`src/rtl/debug_pkg.sv`:
```
// Shared encodings for the pipeline debug sequencer: FSM state codes,
// host command bytes and the register dump size.
package debug_pkg;

    typedef enum logic [2:0] {
        ST_IDLE      = 3'd0,
        ST_LOAD_LEN  = 3'd1,
        ST_LOAD_WORD = 3'd2,
        ST_RUN       = 3'd3,
        ST_STEP      = 3'd4,
        ST_DRAIN     = 3'd5,
        ST_DUMP      = 3'd6
    } state_t;

    // Sub-phases of one dumped word: address out, sample + start serializer, wait done
    typedef enum logic [1:0] {
        DP_ADDR  = 2'd0,
        DP_START = 2'd1,
        DP_WAIT  = 2'd2
    } dump_phase_t;

    localparam logic [7:0] CMD_LOAD  = 8'h4C;
    localparam logic [7:0] CMD_CONT  = 8'h43;
    localparam logic [7:0] CMD_STEP  = 8'h53;
    localparam logic [7:0] CMD_DUMP  = 8'h44;
    localparam logic [7:0] CMD_RESET = 8'h52;
    localparam logic [7:0] CMD_HALT  = 8'h48;

    localparam int unsigned DUMP_REG_WORDS = 32;

endpackage

```
`src/rtl/debug_word_tx.sv`:
```
// Word-to-byte serializer, MSB first, on a valid/ready byte channel.
// o_done pulses one cycle after the last byte is accepted.
module debug_word_tx #(
    parameter int unsigned NB_DATA = 32
) (
    input  logic               clk,
    input  logic               i_rst_n,
    input  logic               i_start,
    input  logic [NB_DATA-1:0] i_word,
    input  logic               i_tx_ready,
    output logic [7:0]         o_tx_data,
    output logic               o_tx_valid,
    output logic               o_done
);
    localparam int unsigned NB_BYTES = NB_DATA / 8;
    localparam int unsigned NB_BCNT  = $clog2(NB_BYTES);

    logic [NB_DATA-1:0] r_word;
    logic [NB_BCNT-1:0] r_cnt;
    logic               r_valid;
    logic               r_done;
    logic               w_accept;
    logic               w_last;

    assign w_accept = r_valid && i_tx_ready;
    assign w_last   = (r_cnt == NB_BCNT'(NB_BYTES - 1));

    // Top byte of r_word is always the byte on the channel; it only moves on acceptance
    always_ff @(posedge clk or negedge i_rst_n) begin
        if (!i_rst_n) begin
            r_word  <= '0;
            r_cnt   <= '0;
            r_valid <= 1'b0;
            r_done  <= 1'b0;
        end else begin
            r_done <= 1'b0;
            if (i_start && !r_valid) begin
                r_word  <= i_word;
                r_cnt   <= '0;
                r_valid <= 1'b1;
            end else if (w_accept) begin
                if (w_last) begin
                    r_valid <= 1'b0;
                    r_done  <= 1'b1;
                end else begin
                    r_word <= {r_word[NB_DATA-9:0], 8'h00};
                    r_cnt  <= r_cnt + NB_BCNT'(1);
                end
            end
        end
    end

    assign o_tx_data  = r_word[NB_DATA-1 -: 8];
    assign o_tx_valid = r_valid;
    assign o_done     = r_done;

endmodule

```
`src/rtl/pipeline_debug_ctrl.sv`:
```
// Host-driven debug sequencer for the five-stage pipeline: program load, run/step/halt,
// drain and register dump. Define DEBUG_PC_DUMP_EN to append the PC word to each dump.
module pipeline_debug_ctrl
    import debug_pkg::*;
#(
    parameter int unsigned NB_DATA      = 32,
    parameter int unsigned NB_IMEM_ADDR = 8,
    parameter int unsigned NB_REG_ADDR  = 5,
    parameter int unsigned DRAIN_CYCLES = 4
) (
    input  logic                    clk,
    input  logic                    i_rst_n,
    input  logic [7:0]              i_rx_data,
    input  logic                    i_rx_valid,
    output logic [7:0]              o_tx_data,
    output logic                    o_tx_valid,
    input  logic                    i_tx_ready,
    output logic                    o_imem_we,
    output logic [NB_IMEM_ADDR-1:0] o_imem_addr,
    output logic [NB_DATA-1:0]      o_imem_data,
    output logic                    o_run_en,
    output logic                    o_pipe_clr,
    input  logic                    i_stop,
    input  logic [NB_DATA-1:0]      i_pc,
    output logic [NB_REG_ADDR-1:0]  o_dbg_reg_addr,
    input  logic [NB_DATA-1:0]      i_dbg_reg_data,
    output logic [2:0]              o_state
);
    localparam int unsigned NB_BYTES = NB_DATA / 8;
    localparam int unsigned NB_BCNT  = $clog2(NB_BYTES);
    localparam int unsigned NB_SHIFT = NB_DATA - 8;
    localparam int unsigned NB_DRAIN = $clog2(DRAIN_CYCLES + 1);

    state_t                  r_state,      w_state_nxt;
    dump_phase_t             r_phase,      w_phase_nxt;
    logic [7:0]              r_words_left, w_words_left_nxt;
    logic [NB_BCNT-1:0]      r_byte_cnt,   w_byte_cnt_nxt;
    logic [NB_SHIFT-1:0]     r_shift,      w_shift_nxt;
    logic [NB_DRAIN-1:0]     r_drain_cnt,  w_drain_cnt_nxt;
    logic                    r_imem_we,    w_imem_we_nxt;
    logic [NB_IMEM_ADDR-1:0] r_imem_addr,  w_imem_addr_nxt;
    logic [NB_DATA-1:0]      r_imem_data,  w_imem_data_nxt;
    logic                    r_run_en,     w_run_en_nxt;
    logic                    r_pipe_clr,   w_pipe_clr_nxt;
    logic [NB_REG_ADDR-1:0]  r_reg_addr,   w_reg_addr_nxt;
    logic                    w_tx_start;
    logic [NB_DATA-1:0]      w_tx_word;
    logic                    w_tx_done;
    logic                    w_last_reg;

`ifdef DEBUG_PC_DUMP_EN
    logic [NB_DATA-1:0]      r_pc,         w_pc_nxt;
    logic                    r_dump_pc,    w_dump_pc_nxt;
    assign w_tx_word = r_dump_pc ? r_pc : i_dbg_reg_data;
`else
    logic                    w_unused_pc;
    assign w_unused_pc = ^i_pc;
    assign w_tx_word   = i_dbg_reg_data;
`endif

    assign w_last_reg = (r_reg_addr == NB_REG_ADDR'(DUMP_REG_WORDS - 1));

    debug_word_tx #(.NB_DATA(NB_DATA)) u_word_tx (
        .clk        (clk),
        .i_rst_n    (i_rst_n),
        .i_start    (w_tx_start),
        .i_word     (w_tx_word),
        .i_tx_ready (i_tx_ready),
        .o_tx_data  (o_tx_data),
        .o_tx_valid (o_tx_valid),
        .o_done     (w_tx_done)
    );

    // Next-state and next-output logic
    always_comb begin
        w_state_nxt      = r_state;
        w_phase_nxt      = r_phase;
        w_words_left_nxt = r_words_left;
        w_byte_cnt_nxt   = r_byte_cnt;
        w_shift_nxt      = r_shift;
        w_drain_cnt_nxt  = r_drain_cnt;
        w_imem_we_nxt    = 1'b0;
        w_imem_data_nxt  = r_imem_data;
        w_pipe_clr_nxt   = 1'b0;
        w_reg_addr_nxt   = r_reg_addr;
        w_tx_start       = 1'b0;
`ifdef DEBUG_PC_DUMP_EN
        w_pc_nxt         = r_pc;
        w_dump_pc_nxt    = r_dump_pc;
`endif
        // Write address advances the cycle after each write strobe
        w_imem_addr_nxt  = r_imem_we ? r_imem_addr + NB_IMEM_ADDR'(1) : r_imem_addr;

        case (r_state)
            ST_IDLE: begin
                if (i_rx_valid) begin
                    case (i_rx_data)
                        CMD_LOAD:  w_state_nxt    = ST_LOAD_LEN;
                        CMD_CONT:  w_state_nxt    = ST_RUN;
                        CMD_STEP:  w_state_nxt    = ST_STEP;
                        CMD_DUMP:  w_state_nxt    = ST_DUMP;
                        CMD_RESET: w_pipe_clr_nxt = 1'b1;
                        default:   ;
                    endcase
                end
            end
            ST_LOAD_LEN: begin
                if (i_rx_valid) begin
                    if (i_rx_data == 8'h00) begin
                        w_state_nxt = ST_IDLE;
                    end else begin
                        w_words_left_nxt = i_rx_data;
                        w_byte_cnt_nxt   = '0;
                        w_imem_addr_nxt  = '0;
                        w_state_nxt      = ST_LOAD_WORD;
                    end
                end
            end
            ST_LOAD_WORD: begin
                if (i_rx_valid) begin
                    if (r_byte_cnt == NB_BCNT'(NB_BYTES - 1)) begin
                        w_imem_we_nxt   = 1'b1;
                        w_imem_data_nxt = {r_shift, i_rx_data};
                        w_byte_cnt_nxt  = '0;
                        if (r_words_left == 8'd1) begin
                            w_state_nxt    = ST_IDLE;
                            w_pipe_clr_nxt = 1'b1;
                        end else begin
                            w_words_left_nxt = r_words_left - 8'd1;
                        end
                    end else begin
                        w_shift_nxt    = {r_shift[NB_SHIFT-9:0], i_rx_data};
                        w_byte_cnt_nxt = r_byte_cnt + NB_BCNT'(1);
                    end
                end
            end
            ST_RUN: begin
                if (i_stop || (i_rx_valid && (i_rx_data == CMD_HALT))) begin
                    w_state_nxt     = ST_DRAIN;
                    w_drain_cnt_nxt = '0;
                end
            end
            ST_STEP: w_state_nxt = ST_DUMP;
            ST_DRAIN: begin
                if (r_drain_cnt == NB_DRAIN'(DRAIN_CYCLES - 1)) begin
                    w_state_nxt = ST_DUMP;
                end else begin
                    w_drain_cnt_nxt = r_drain_cnt + NB_DRAIN'(1);
                end
            end
            ST_DUMP: begin
                case (r_phase)
                    DP_ADDR:  w_phase_nxt = DP_START;
                    DP_START: begin
                        w_tx_start  = 1'b1;
                        w_phase_nxt = DP_WAIT;
                    end
                    DP_WAIT: begin
                        if (w_tx_done) begin
`ifdef DEBUG_PC_DUMP_EN
                            if (r_dump_pc) begin
                                w_state_nxt = ST_IDLE;
                            end else if (w_last_reg) begin
                                w_dump_pc_nxt = 1'b1;
                                w_phase_nxt   = DP_START;
                            end else begin
`else
                            if (w_last_reg) begin
                                w_state_nxt = ST_IDLE;
                            end else begin
`endif
                                w_reg_addr_nxt = r_reg_addr + NB_REG_ADDR'(1);
                                w_phase_nxt    = DP_ADDR;
                            end
                        end
                    end
                    default: w_phase_nxt = DP_ADDR;
                endcase
            end
            default: w_state_nxt = ST_IDLE;
        endcase

        // Every entry into the dump restarts it from r0
        if ((w_state_nxt == ST_DUMP) && (r_state != ST_DUMP)) begin
            w_reg_addr_nxt = '0;
            w_phase_nxt    = DP_ADDR;
`ifdef DEBUG_PC_DUMP_EN
            w_pc_nxt       = i_pc;
            w_dump_pc_nxt  = 1'b0;
`endif
        end

        w_run_en_nxt = (w_state_nxt == ST_RUN) || (w_state_nxt == ST_STEP) ||
                       (w_state_nxt == ST_DRAIN);
    end

    always_ff @(posedge clk or negedge i_rst_n) begin
        if (!i_rst_n) begin
            r_state      <= ST_IDLE;
            r_phase      <= DP_ADDR;
            r_words_left <= '0;
            r_byte_cnt   <= '0;
            r_shift      <= '0;
            r_drain_cnt  <= '0;
            r_imem_we    <= 1'b0;
            r_imem_addr  <= '0;
            r_imem_data  <= '0;
            r_run_en     <= 1'b0;
            r_pipe_clr   <= 1'b0;
            r_reg_addr   <= '0;
`ifdef DEBUG_PC_DUMP_EN
            r_pc         <= '0;
            r_dump_pc    <= 1'b0;
`endif
        end else begin
            r_state      <= w_state_nxt;
            r_phase      <= w_phase_nxt;
            r_words_left <= w_words_left_nxt;
            r_byte_cnt   <= w_byte_cnt_nxt;
            r_shift      <= w_shift_nxt;
            r_drain_cnt  <= w_drain_cnt_nxt;
            r_imem_we    <= w_imem_we_nxt;
            r_imem_addr  <= w_imem_addr_nxt;
            r_imem_data  <= w_imem_data_nxt;
            r_run_en     <= w_run_en_nxt;
            r_pipe_clr   <= w_pipe_clr_nxt;
            r_reg_addr   <= w_reg_addr_nxt;
`ifdef DEBUG_PC_DUMP_EN
            r_pc         <= w_pc_nxt;
            r_dump_pc    <= w_dump_pc_nxt;
`endif
        end
    end

    assign o_imem_we      = r_imem_we;
    assign o_imem_addr    = r_imem_addr;
    assign o_imem_data    = r_imem_data;
    assign o_run_en       = r_run_en;
    assign o_pipe_clr     = r_pipe_clr;
    assign o_dbg_reg_addr = r_reg_addr;
    assign o_state        = r_state;

endmodule

```
`config.mk`:
```
export PLATFORM = sky130hd
export DESIGN_NAME = pipeline_debug_ctrl
export DESIGN_NICKNAME = d
export VERILOG_FILES = /design/src/rtl/debug_pkg.sv /design/src/rtl/debug_word_tx.sv /design/src/rtl/pipeline_debug_ctrl.sv
export SDC_FILE = /design/constraint.sdc
export NUM_CORES = 1
export LEC_CHECK = 0
export ABC_AREA = 1
export BUFFER_PORTS_ARGS = -buffer_cell sky130_fd_sc_hd__buf_2
export CORE_MARGIN = 10
export CORE_UTILIZATION = 45
export CTS_CLUSTER_DIAMETER = 30
export DETAILED_ROUTE_END_ITERATION = 8
export PLACE_DENSITY_LB_ADDON = 0.25
export SLEW_MARGIN = 20
export SYNTH_ARGS = -nofsm -noshare
export SYNTH_HDL_FRONTEND = slang
export SYNTH_HIERARCHICAL = 1
export SYNTH_SLANG_ARGS = --single-unit
```
`constraint.sdc`:
```
create_clock -name clk -period 1.99 [get_ports clk]
set_clock_uncertainty 0.15 [all_clocks]
set_input_delay 0.2985 -clock clk [delete_from_list [all_inputs] [get_ports clk]]
set_output_delay 0.2985 -clock clk [all_outputs]
set_load 0.02 [all_outputs]
```
Yosys cells after proc, flatten, opt, wreduce, memory -nomap -nowiden
Index checks and enable logic that the tools add are counted.
- reductions and logical operators: 27
- add/sub/neg operators: 6
- bitwise gates (word level): 1
- mux-type cells: 64
- eq/ne operators: 35
- operators by type and width (operator ; number):
    32-bit 2-to-1 mux ; 3
    8-bit 2-to-1 mux ; 9
    8-bit by 7-bit equality test with 1-bit output (second input constant) ; 6
    3-bit 2-to-1 mux ; 12
    5-bit 2-to-1 mux ; 5
    2-bit 2-to-1 mux ; 12
    3-bit one-hot mux with 7 select lines ; 1
    3-bit equality test (second input constant) ; 6
    1-bit 2-to-1 mux ; 16
    2-bit inequality test (second input constant) ; 8
    8-bit one-hot mux with 2 select lines ; 1
    2-bit nonzero test ; 7
    3-bit by 2-bit equality test with 1-bit output (second input constant) ; 4
    3-bit one-hot mux with 4 select lines ; 1
    3-bit AND reduction ; 4
    8-bit by 1-bit adder with 8-bit output (second input constant) ; 1
    8-bit by 1-bit equality test with 1-bit output (second input constant) ; 1
    8-bit zero test ; 1
    4-bit AND reduction ; 2
    8-bit by 1-bit subtractor with 8-bit output (second input constant) ; 1
    2-bit equality test (second input constant) ; 3
    3-bit inequality test (second input constant) ; 2
    2-bit one-hot mux with 3 select lines ; 1
    3-bit one-hot mux with 2 select lines ; 1
    other kinds (18) ; 25
- output and inout bits: 60
- flip-flop bits (word level): 126
- bits of input ports: 77

Longest topological paths before layout
Gate-level depths: netlist of the first run.
- depth in word-level cells: 9
- depth in mapped cells: 12
- mapped depth without buffers: 12

Hierarchy
Netlist of the first run, hierarchy kept.
- modules (own cells, without submodules) (module ; area each (um^2) ; cells an instance ; instances ; sequential area each (um^2)):
    pipeline_debug_ctrl ; 4309.1 ; 491 ; 1 ; 2252.2
    debug_word_tx ; 1885.6 ; 247 ; 1 ; 900.9

Worst setup path after synthesis of the first run
Ideal clock, no wire load.
- path kind: flip-flop to flip-flop
- start point: register r_reg_addr[0] (netlist: o_dbg_reg_addr[0])
- end point: register r_reg_addr[3] (netlist: o_dbg_reg_addr[3])
- data arrival time: 1.865 ns
- path slack: -0.139 ns
- cell stages (with the launch flop): 10
- buffers on the path: 0
- cell sequence: dfrtp_1 > ha_1 > and3_1 > ha_1 > nor4_4 > nand4_2 > xor2_1 > inv_1 > nand2_1 > inv_1
- cells in the longest elaborated chain, start to end: 9
- elaborated cells on any way between the ends: 18
- RTL lines (item ; line ; source):
    from (decl) ; pipeline_debug_ctrl.sv:45 ; logic [NB_REG_ADDR-1:0] r_reg_addr, w_reg_addr_nxt;
    from (signal assigned) ; pipeline_debug_ctrl.sv:227 ; r_reg_addr <= w_reg_addr_nxt;
    5-bit equality test ; pipeline_debug_ctrl.sv:61 ; assign w_last_reg = (r_reg_addr == NB_REG_ADDR'(DUMP_REG_WORDS - 1));
    3-bit 2-to-1 mux ; pipeline_debug_ctrl.sv:168 ; if (w_last_reg) begin
    3-bit 2-to-1 mux ; pipeline_debug_ctrl.sv:159 ; if (w_tx_done) begin
    3-bit 2-to-1 mux ; pipeline_debug_ctrl.sv:152 ; case (r_phase)
    3-bit one-hot mux with 7 select lines ; pipeline_debug_ctrl.sv:94 ; case (r_state)
    3-bit equality test ; pipeline_debug_ctrl.sv:184 ; if ((w_state_nxt == ST_DUMP) && (r_state != ST_DUMP)) begin
    1-bit logical AND ; pipeline_debug_ctrl.sv:184 ;
    2-bit by 1-bit inequality test with 1-bit output (no source line) or 2-bit nonzero test (tied branches) ; n/a ;
    4-bit AND reduction (no source line) ; n/a ;
Parallel ways exist; a longest one is shown, timed or not. The select of a mux whose other input is x is not followed.
A chain may end at the register's enable or synchronous reset.

Worst setup path after layout of the first run
- start point: register r_reg_addr[0] (netlist: o_dbg_reg_addr[0])
- end point: register r_phase[1]
- cells in the longest elaborated chain, start to end: 9
- elaborated cells on any way between the ends: 12
- RTL lines (item ; line ; source):
    5-bit equality test (*) ; pipeline_debug_ctrl.sv:61 ;
    3-bit 2-to-1 mux ; pipeline_debug_ctrl.sv:168 ;
    3-bit 2-to-1 mux ; pipeline_debug_ctrl.sv:159 ;
    3-bit 2-to-1 mux ; pipeline_debug_ctrl.sv:152 ;
    3-bit one-hot mux with 7 select lines ; pipeline_debug_ctrl.sv:94 ;
    3-bit equality test ; pipeline_debug_ctrl.sv:184 ;
    1-bit logical AND ; pipeline_debug_ctrl.sv:184 ;
    3-bit by 2-bit inequality test with 1-bit output (no source line), or another cell as far along ; n/a ;
    3-bit AND reduction (no source line) ; n/a ;
    to (signal assigned) ; pipeline_debug_ctrl.sv:217 ; r_phase <= w_phase_nxt;
    to (decl) ; pipeline_debug_ctrl.sv:35 ; dump_phase_t r_phase, w_phase_nxt;
Mark *: on every way between the ends. The rest lies on a longest branch, timed or not.

==> flow_metrics.env, run 1 <==
export IMPL_outcome="completed"
export IMPL_io_pins=137
export IMPL_crit_type="register to register"
export IMPL_tightest_slew_ps=449.6
export IMPL_cts_tree="done"
export IMPL_fin_area_um2=7685
export IMPL_switching_share_pct=39.12
export IMPL_rsz0062_at_grt="yes"
export IMPL_clockBufferDepth=2
export IMPL_whs_ps=28.95
export IMPL_route_vias_total=5178
export IMPL_antenna_cells=0
export IMPL_synthTopCellsByCount="nand2_1 (235), dfrtp_1 (126), nand3_1 (80)"
export IMPL_cp_required_ps=2150
export IMPL_final_setup_tns_ps=0
export IMPL_slew_viol_final=0
export IMPL_min_path_type="input pin to register"
export IMPL_grt_usage_pct=16.16
export IMPL_ys_dominant_reg_cell="dfrtp_1"
export IMPL_ys_warn_count=6
export IMPL_wl_per_cell_um=14.27
export IMPL_p_int_mw=6.951
export IMPL_synth_nets=824
export IMPL_synthSimpleGateAreaFrac_pct=27.47
export IMPL_placed_area_um2=6899
export IMPL_async_flop_share_pct=100.0
export IMPL_die_x_um=137.3
export IMPL_stdcell_count=1044
export IMPL_route_detailed_drc=0
export IMPL_die_area_um2=18860
export IMPL_antenna_found_initial=0
export IMPL_insertion_delay_ps=420
export IMPL_root_buffer="clkbuf_16"
export IMPL_reg2reg_slack_ps=3
export IMPL_cp_max_fo=7
export IMPL_clock_sinks=126
export IMPL_path_buf_inv=0
export IMPL_path_cells="ha_4 -> and3_4 -> ha_4 -> nand3_2 -> o21ai_2 -> nand2_1 -> a21oi_2 -> a21oi_2 -> nand3_4 -> nand3_2 -> nand2_1"
export IMPL_antenna_left=0
export IMPL_drt_pass1_iterations=4
export IMPL_globalRoute_totalOverflow=0
export IMPL_place_hpwl_um=10510
export IMPL_synthAdderAreaFrac_pct=1.818
export IMPL_crit_path_start_kind="register"
export IMPL_synth_seq_cells=126
export IMPL_gp_congestion=0.9089
export IMPL_wl_um=14890
export IMPL_drtIter0Drc=369
export IMPL_numPortBuffers=104
export IMPL_critical_path_max_stage_delay_ps=430
export IMPL_power_per_cell_area_nw_per_um2=1486
export IMPL_core_rowCount=42
export IMPL_vias_per_cell=4.960
export IMPL_initial_utilization_pct=46.41
export IMPL_p_leak_nw=4.163
export IMPL_syn_area_um2=6195
export IMPL_max_slew_margin_pct=70.02
export IMPL_period_share_pct=99.84
export IMPL_grt_pass1_wl_um=24520
export IMPL_fin_crit_ps=1987
export IMPL_finalWorstSetupSlack_ps=3.226
export IMPL_grt_pass1_vias=5141
export IMPL_synth_edff_count=0
export IMPL_yosysMostFrequentCell="nand2_1"
export IMPL_grt_max_degree=59
export IMPL_synthMuxAreaShare_pct=0.1616
export IMPL_die_h_um=137.3
export IMPL_syn_area_per_cell_um2=8.394
export IMPL_synth_area_leader_cell="dfrtp_1"
export IMPL_htree_levels=4
export IMPL_finalHoldViolCount=0
export IMPL_setup_viol=0
export IMPL_crit_arrival_ps=2150
export IMPL_clkTransAtPathRegs_ps=60
export IMPL_synthXorXnorAreaFrac_pct=0.8483
export IMPL_synth_top_area_share_pct=50.90
export IMPL_core_um2=13350
export IMPL_nets=941
export IMPL_switchingPower_mw=4.466
export IMPL_syn2layout_area_growth_pct=24.06
export IMPL_cts_buffers=17
export IMPL_p_comb_share_pct=37.5
export IMPL_cp_slowest_cell="dfrtp_2"
export IMPL_total_power_mw=11.42
export IMPL_drive_gt1_share_pct=25.00
export IMPL_seqPwrFrac_pct=35.8
export IMPL_synth_area_leaders="dfrtp_1 (51%), nand2_1 (14%), nand3_1 (6.5%), inv_1 (4.2%), o21ai_2 (2.7%)"
export IMPL_maxCapViolCount=0
export IMPL_max_clock_freq_mhz=503.3
export IMPL_netlist_instances=738
export IMPL_seq_area_frac_synth_pct=50.90
export IMPL_synthDistinctLibCells=44
export IMPL_synth_top_family_by_area="simple AND/OR/NAND/NOR gates"
export IMPL_synth_compound_area_share_pct=9.554
export IMPL_cp_top_family="simple AND/OR/NAND/NOR gates"
export IMPL_place_ws_ps=-55.70
export IMPL_pwr_share_clk_pct=26.7
export IMPL_ir_drop_uv=559.8
export IMPL_final_core_util_pct=57.57
export IMPL_placedCellCount=998
export IMPL_worst_setup_path_end_kind="register"
-- registers in the layout, summed over array words and instances, names as in the netlist --
signal                flops
o_dbg_reg_addr            5
o_imem_addr               8
o_imem_data              32
o_imem_we                 1
o_pipe_clr                1
o_run_en                  1
o_state                   3
r_byte_cnt                2
r_drain_cnt               3
r_phase                   2
r_shift                  24
r_words_left              8
u_word_tx/o_done          1
u_word_tx/o_tx_valid      1
u_word_tx/r_cnt           2
u_word_tx/r_word         32
-- cell usage in the layout (no fill, tap or decap), types with 4 or more instances in the layout --
cell type,netlist,routed
clkbuf_16,0,17
inv_1,70,70
nand3_2,2,4
nand4_1,7,7
nand2_1,235,235
a21oi_1,13,11
xor2_1,4,4
nand3_1,80,77
buf_12,0,6
o21ai_0,24,23
ha_1,9,7
o21ai_1,27,27
o21ai_2,19,20
nor2_1,35,35
dfrtp_1,126,123
buf_2,17,103
dlygate4sd3_1,0,11
inv_2,6,6
clkinvlp_4,0,4
buf_4,9,17
-- kinds of logic (layout without fill, tap and decap cells) --
group	count (synthesis)	count (layout)
XOR/XNOR	6	6
AO/OA/AOI/OAI	96	96
AND/OR/NAND/NOR	382	382
buffers and inverters	118	248
multiplexers	1	1
adder cells (fa/ha/maj)	9	9
flip-flops	126	126
-- worst paths after layout --
check	endpoint	startpoint	depth (start not counted)
min in group asynchronous	r_shift[5]	i_rst_n	2
min	r_shift[4]	i_rx_data[4]	3
max	r_phase[1]	o_dbg_reg_addr[0]	11
max reg2reg	r_phase[1]	o_dbg_reg_addr[0]	11
min reg2reg	o_imem_data[25]	o_imem_data[25]	2
max in group asynchronous	u_word_tx/r_word[12]	i_rst_n	3
-- repair_timing --
| item | CTS | global route |
|---|---|---|
| gates resized for setup | 4 | 8 |
| setup endpoints to repair | 7 | 36 |
| setup buffers | 0 | 3 |
| hold buffers | 11 | 0 |
| hold endpoints to repair | 41 | 0 |
| pin swaps | 2 | 6 |
-- power groups by stage --
stage	registers [mW]	clock network, mW	logic (mW)
3_3_place_gp	4.07	0	4.13
2_1_floorplan	4.41	0	2.80
3_5_place_dp	4.12	0	4.22
5_1_grt	4.21	3.24	4.81
4_1_cts	4.08	3.12	4.30
6_report	4.09	3.05	4.28
-- worst register-to-register path, delay by kind of cell (launching register included) --
family,cells,cell delay (ps)
DFF,1,430
AOI/OAI and AO/OA,3,310
and+or+nand+nor,6,650
adders and majority gates,2,340
-- area by class of cell --
class / count / area, µm²
Sequential cell: 126 / 3157
Clock buffer: 22 / 474.2
Multi-Input combinational cell: 494 / 2542
Fill cell: 1249 / 5663
Clock inverter: 10 / 113.9
Timing Repair Buffer: 137 / 873.3
Tap cell: 176 / 220.2
Inverter: 79 / 304.0
-- layer usage --
| metal | vias to the layer above | part of all wire (%) | GRT usage [%] |
|---|---|---|---|
| li1 | 2598 | - | - |
| met1 | 2439 | 44 | 19.82 |
| met2 | 118 | 48 | 25.88 |
| met3 | 23 | 6.1 | 4.843 |
| met4 | 0 | 2.0 | 6.909 |
| met5 | - | 0 | 0 |
Power figures use the tool's default switching activity.
==> run 2, diff against run 1 <==
--- a/config.mk
+++ b/config.mk
@@ -5,7 +5,6 @@
 export SDC_FILE = /design/constraint.sdc
 export NUM_CORES = 1
 export LEC_CHECK = 0
-export ABC_AREA = 1
 export BUFFER_PORTS_ARGS = -buffer_cell sky130_fd_sc_hd__buf_2
 export CORE_MARGIN = 10
 export CORE_UTILIZATION = 45
==> constraint.sdc (replaced) <==
create_clock -name clk -period 1.9 [get_ports clk]
set_clock_uncertainty 0.15 [all_clocks]
set_input_delay 0.285 -clock clk [delete_from_list [all_inputs] [get_ports clk]]
set_output_delay 0.285 -clock clk [all_outputs]
set_load 0.02 [all_outputs]
==> flow_metrics.env, run 2 <==
export IMPL_outcome="finished with violations"
export IMPL_violations="negative setup slack"
export IMPL_crit_type="register to register"
export IMPL_drt_pass1_iterations=6
export IMPL_p_leak_nw=4.204
export IMPL_total_power_mw=13.75
export IMPL_die_h_um=132.6
export IMPL_cts_buffers=17
export IMPL_globalRoute_totalOverflow=0
export IMPL_grtUsageMet3_pct=5.261
export IMPL_power_per_cell_area_nw_per_um2=1575
export IMPL_synth_seq_cells=126
export IMPL_synth_area_leaders="dfrtp_1 (55%), mux2_2 (11%), nand2_1 (5.1%), nand3_1 (4.3%), a21oi_1 (2.5%)"
export IMPL_max_slew_margin_pct=64.86
export IMPL_placed_area_um2=6864
export IMPL_grt_max_degree=37
export IMPL_min_path_type="input pin to register"
export IMPL_io_pins=137
export IMPL_grt_usage_pct=16.92
export IMPL_ys_dominant_reg_cell="dfrtp_1"
export IMPL_syn_area_um2=5708
export IMPL_crit_arrival_ps=2460
export IMPL_rsz0062_at_grt="yes"
export IMPL_busiest_layer="met2"
export IMPL_wl_per_cell_um=17.69
export IMPL_antenna_left=0
export IMPL_insertion_delay_ps=410
export IMPL_root_buffer="clkbuf_16"
export IMPL_place_ws_ps=-425.3
export IMPL_maxCapViolCount=0
export IMPL_layout_commonest_cell="dfrtp_1"
export IMPL_r2r_start="r_words_left[3]"
export IMPL_clock_sinks=126
export IMPL_ir_drop_uv=784.7
export IMPL_seq_area_frac_synth_pct=55.24
export IMPL_synth_nets=614
export IMPL_grt_use_met2_pct=27.70
export IMPL_crit_start="r_words_left[3]"
export IMPL_synth_edff_count=0
export IMPL_synth_area_leader_cell="dfrtp_1"
export IMPL_yosysMostFrequentCell="dfrtp_1"
export IMPL_ys_warn_count=6
export IMPL_synthTopCellsByCount="dfrtp_1 (126), nand2_1 (77), mux2_2 (57)"
export IMPL_tightest_slew_ps=527.0
export IMPL_die_x_um=132.6
export IMPL_drive_gt1_share_pct=51.14
export IMPL_antenna_found_initial=1
export IMPL_fin_area_um2=8732
export IMPL_max_clock_freq_mhz=432.4
export IMPL_core_rowCount=41
export IMPL_crit_path_start_kind="register"
export IMPL_route_detailed_drc=0
export IMPL_met1_usage_pct=20.01
export IMPL_finalHoldViolCount=0
export IMPL_fin_crit_ps=2313
export IMPL_fill_cells=914
export IMPL_cts_tree="done"
export IMPL_slew_viol_final=0
export IMPL_grt_pass1_vias=4816
export IMPL_period_share_pct=121.7
export IMPL_clockBufferDepth=2
export IMPL_nets=818
export IMPL_whs_ps=46.79
export IMPL_async_flop_share_pct=100.0
export IMPL_initial_utilization_pct=45.60
export IMPL_syn2layout_area_growth_pct=52.98
export IMPL_gp_congestion=0.8318
export IMPL_cp_max_fo=4
export IMPL_die_area_um2=17590
export IMPL_syn_area_per_cell_um2=10.81
export IMPL_numPortBuffers=104
export IMPL_vias_per_cell=5.253
export IMPL_drtIter0Drc=354
export IMPL_synthDistinctLibCells=57
export IMPL_finalWorstSetupSlack_ps=-412.9
export IMPL_layout_common_cells="dfrtp_1 (122), buf_2 (103), buf_4 (59), nand2_1 (58)"
export IMPL_setup_viol=61
export IMPL_wl_um=16240
export IMPL_hp_start="i_tx_ready"
export IMPL_grt_pass1_wl_um=24230
export IMPL_htree_levels=4
export IMPL_route_vias_total=4822
export IMPL_clkTransAtPathRegs_ps=60
export IMPL_place_hpwl_um=9807
export IMPL_final_core_util_pct=69.76
export IMPL_netlist_instances=528
export IMPL_synth_top_area_share_pct=55.24
export IMPL_cp_required_ps=2050
export IMPL_worst_setup_path_end_kind="register"
export IMPL_core_um2=12520
-- run 2: kinds of logic after synthesis --
group | Yosys count | share of synthesized area (%)
flip-flops | 126 | 55.24
AND/OR/NAND/NOR | 210 | 18.28
AO/OA/AOI/OAI | 67 | 7.103
buffers and inverters | 47 | 4.187
adder cells (fa/ha/maj) | 9 | 1.973
XOR/XNOR | 10 | 1.534
multiplexers | 59 | 11.68
-- run 2: area by class of cell --
cell class                      count  area [µm²]  share of cell area [%]
Clock buffer                       23       508.0                   5.817
Timing Repair Buffer              221        1769                   20.26
Clock inverter                      9       81.33                  0.9314
Inverter                           10       40.04                  0.4585
Sequential cell                   126        3158                   36.17
Multi-Input combinational cell    356        2958                   33.87
Antenna cell                        1       2.502                 0.02866
Tap cell                          172       215.2                   2.465
-- run 2: repair_timing --
action                                  CTS  global route
gates cloned                              2             9
endpoints found under the setup margin   26            73
pin swaps                                10            47
hold buffers                             33             0
gates resized for setup                  20           122
setup buffers                             1            17
hold endpoints to repair                123             0
-- run 2: final timing paths --
check | slack [ps] | cells past startpoint | end
worst max-delay path | -410 | 5 | o_run_en
worst min-delay path | 50 | 2 | u_word_tx/o_done
worst max register to register | -410 | 5 | o_run_en
worst min register to register | 350 | 2 | u_word_tx/r_word[8]
max in group asynchronous | 770 | 3 | r_shift[16]
min in group asynchronous | 180 | 2 | o_imem_addr[7]
-- run 2: metrics by stage --
stage | cells | setup TNS (ps)
6_report | 918 | -6938
5_1_grt | 918 | -12690
4_1_cts | 892 | -5111
3_5_place_dp | 825 | -5735
3_3_place_gp | 825 | -5023
2_1_floorplan | 528 | -3327
-- run 2: layer usage --
metal	up-vias	routed length, µm
met5	-	0
met4	0	458
met3	35	911
met2	154	8183
met1	2382	6684
li1	2251	-
-- run 2: power breakdown --
part | switching, mW | internal, mW | total [mW]
Combinational | 2.96 | 2.82 | 5.78
Sequential | 0.920 | 3.88 | 4.80
Clock | 1.17 | 2.00 | 3.17
Total | 5.05 | 8.70 | 13.8
-- run 2: worst max-delay path: stages (launching register included) --
cell	delay, ps
dfrtp_1	390
or4_4	570
nor4b_4	280
a31oi_2	160
nor3_4	310
mux2_4	330
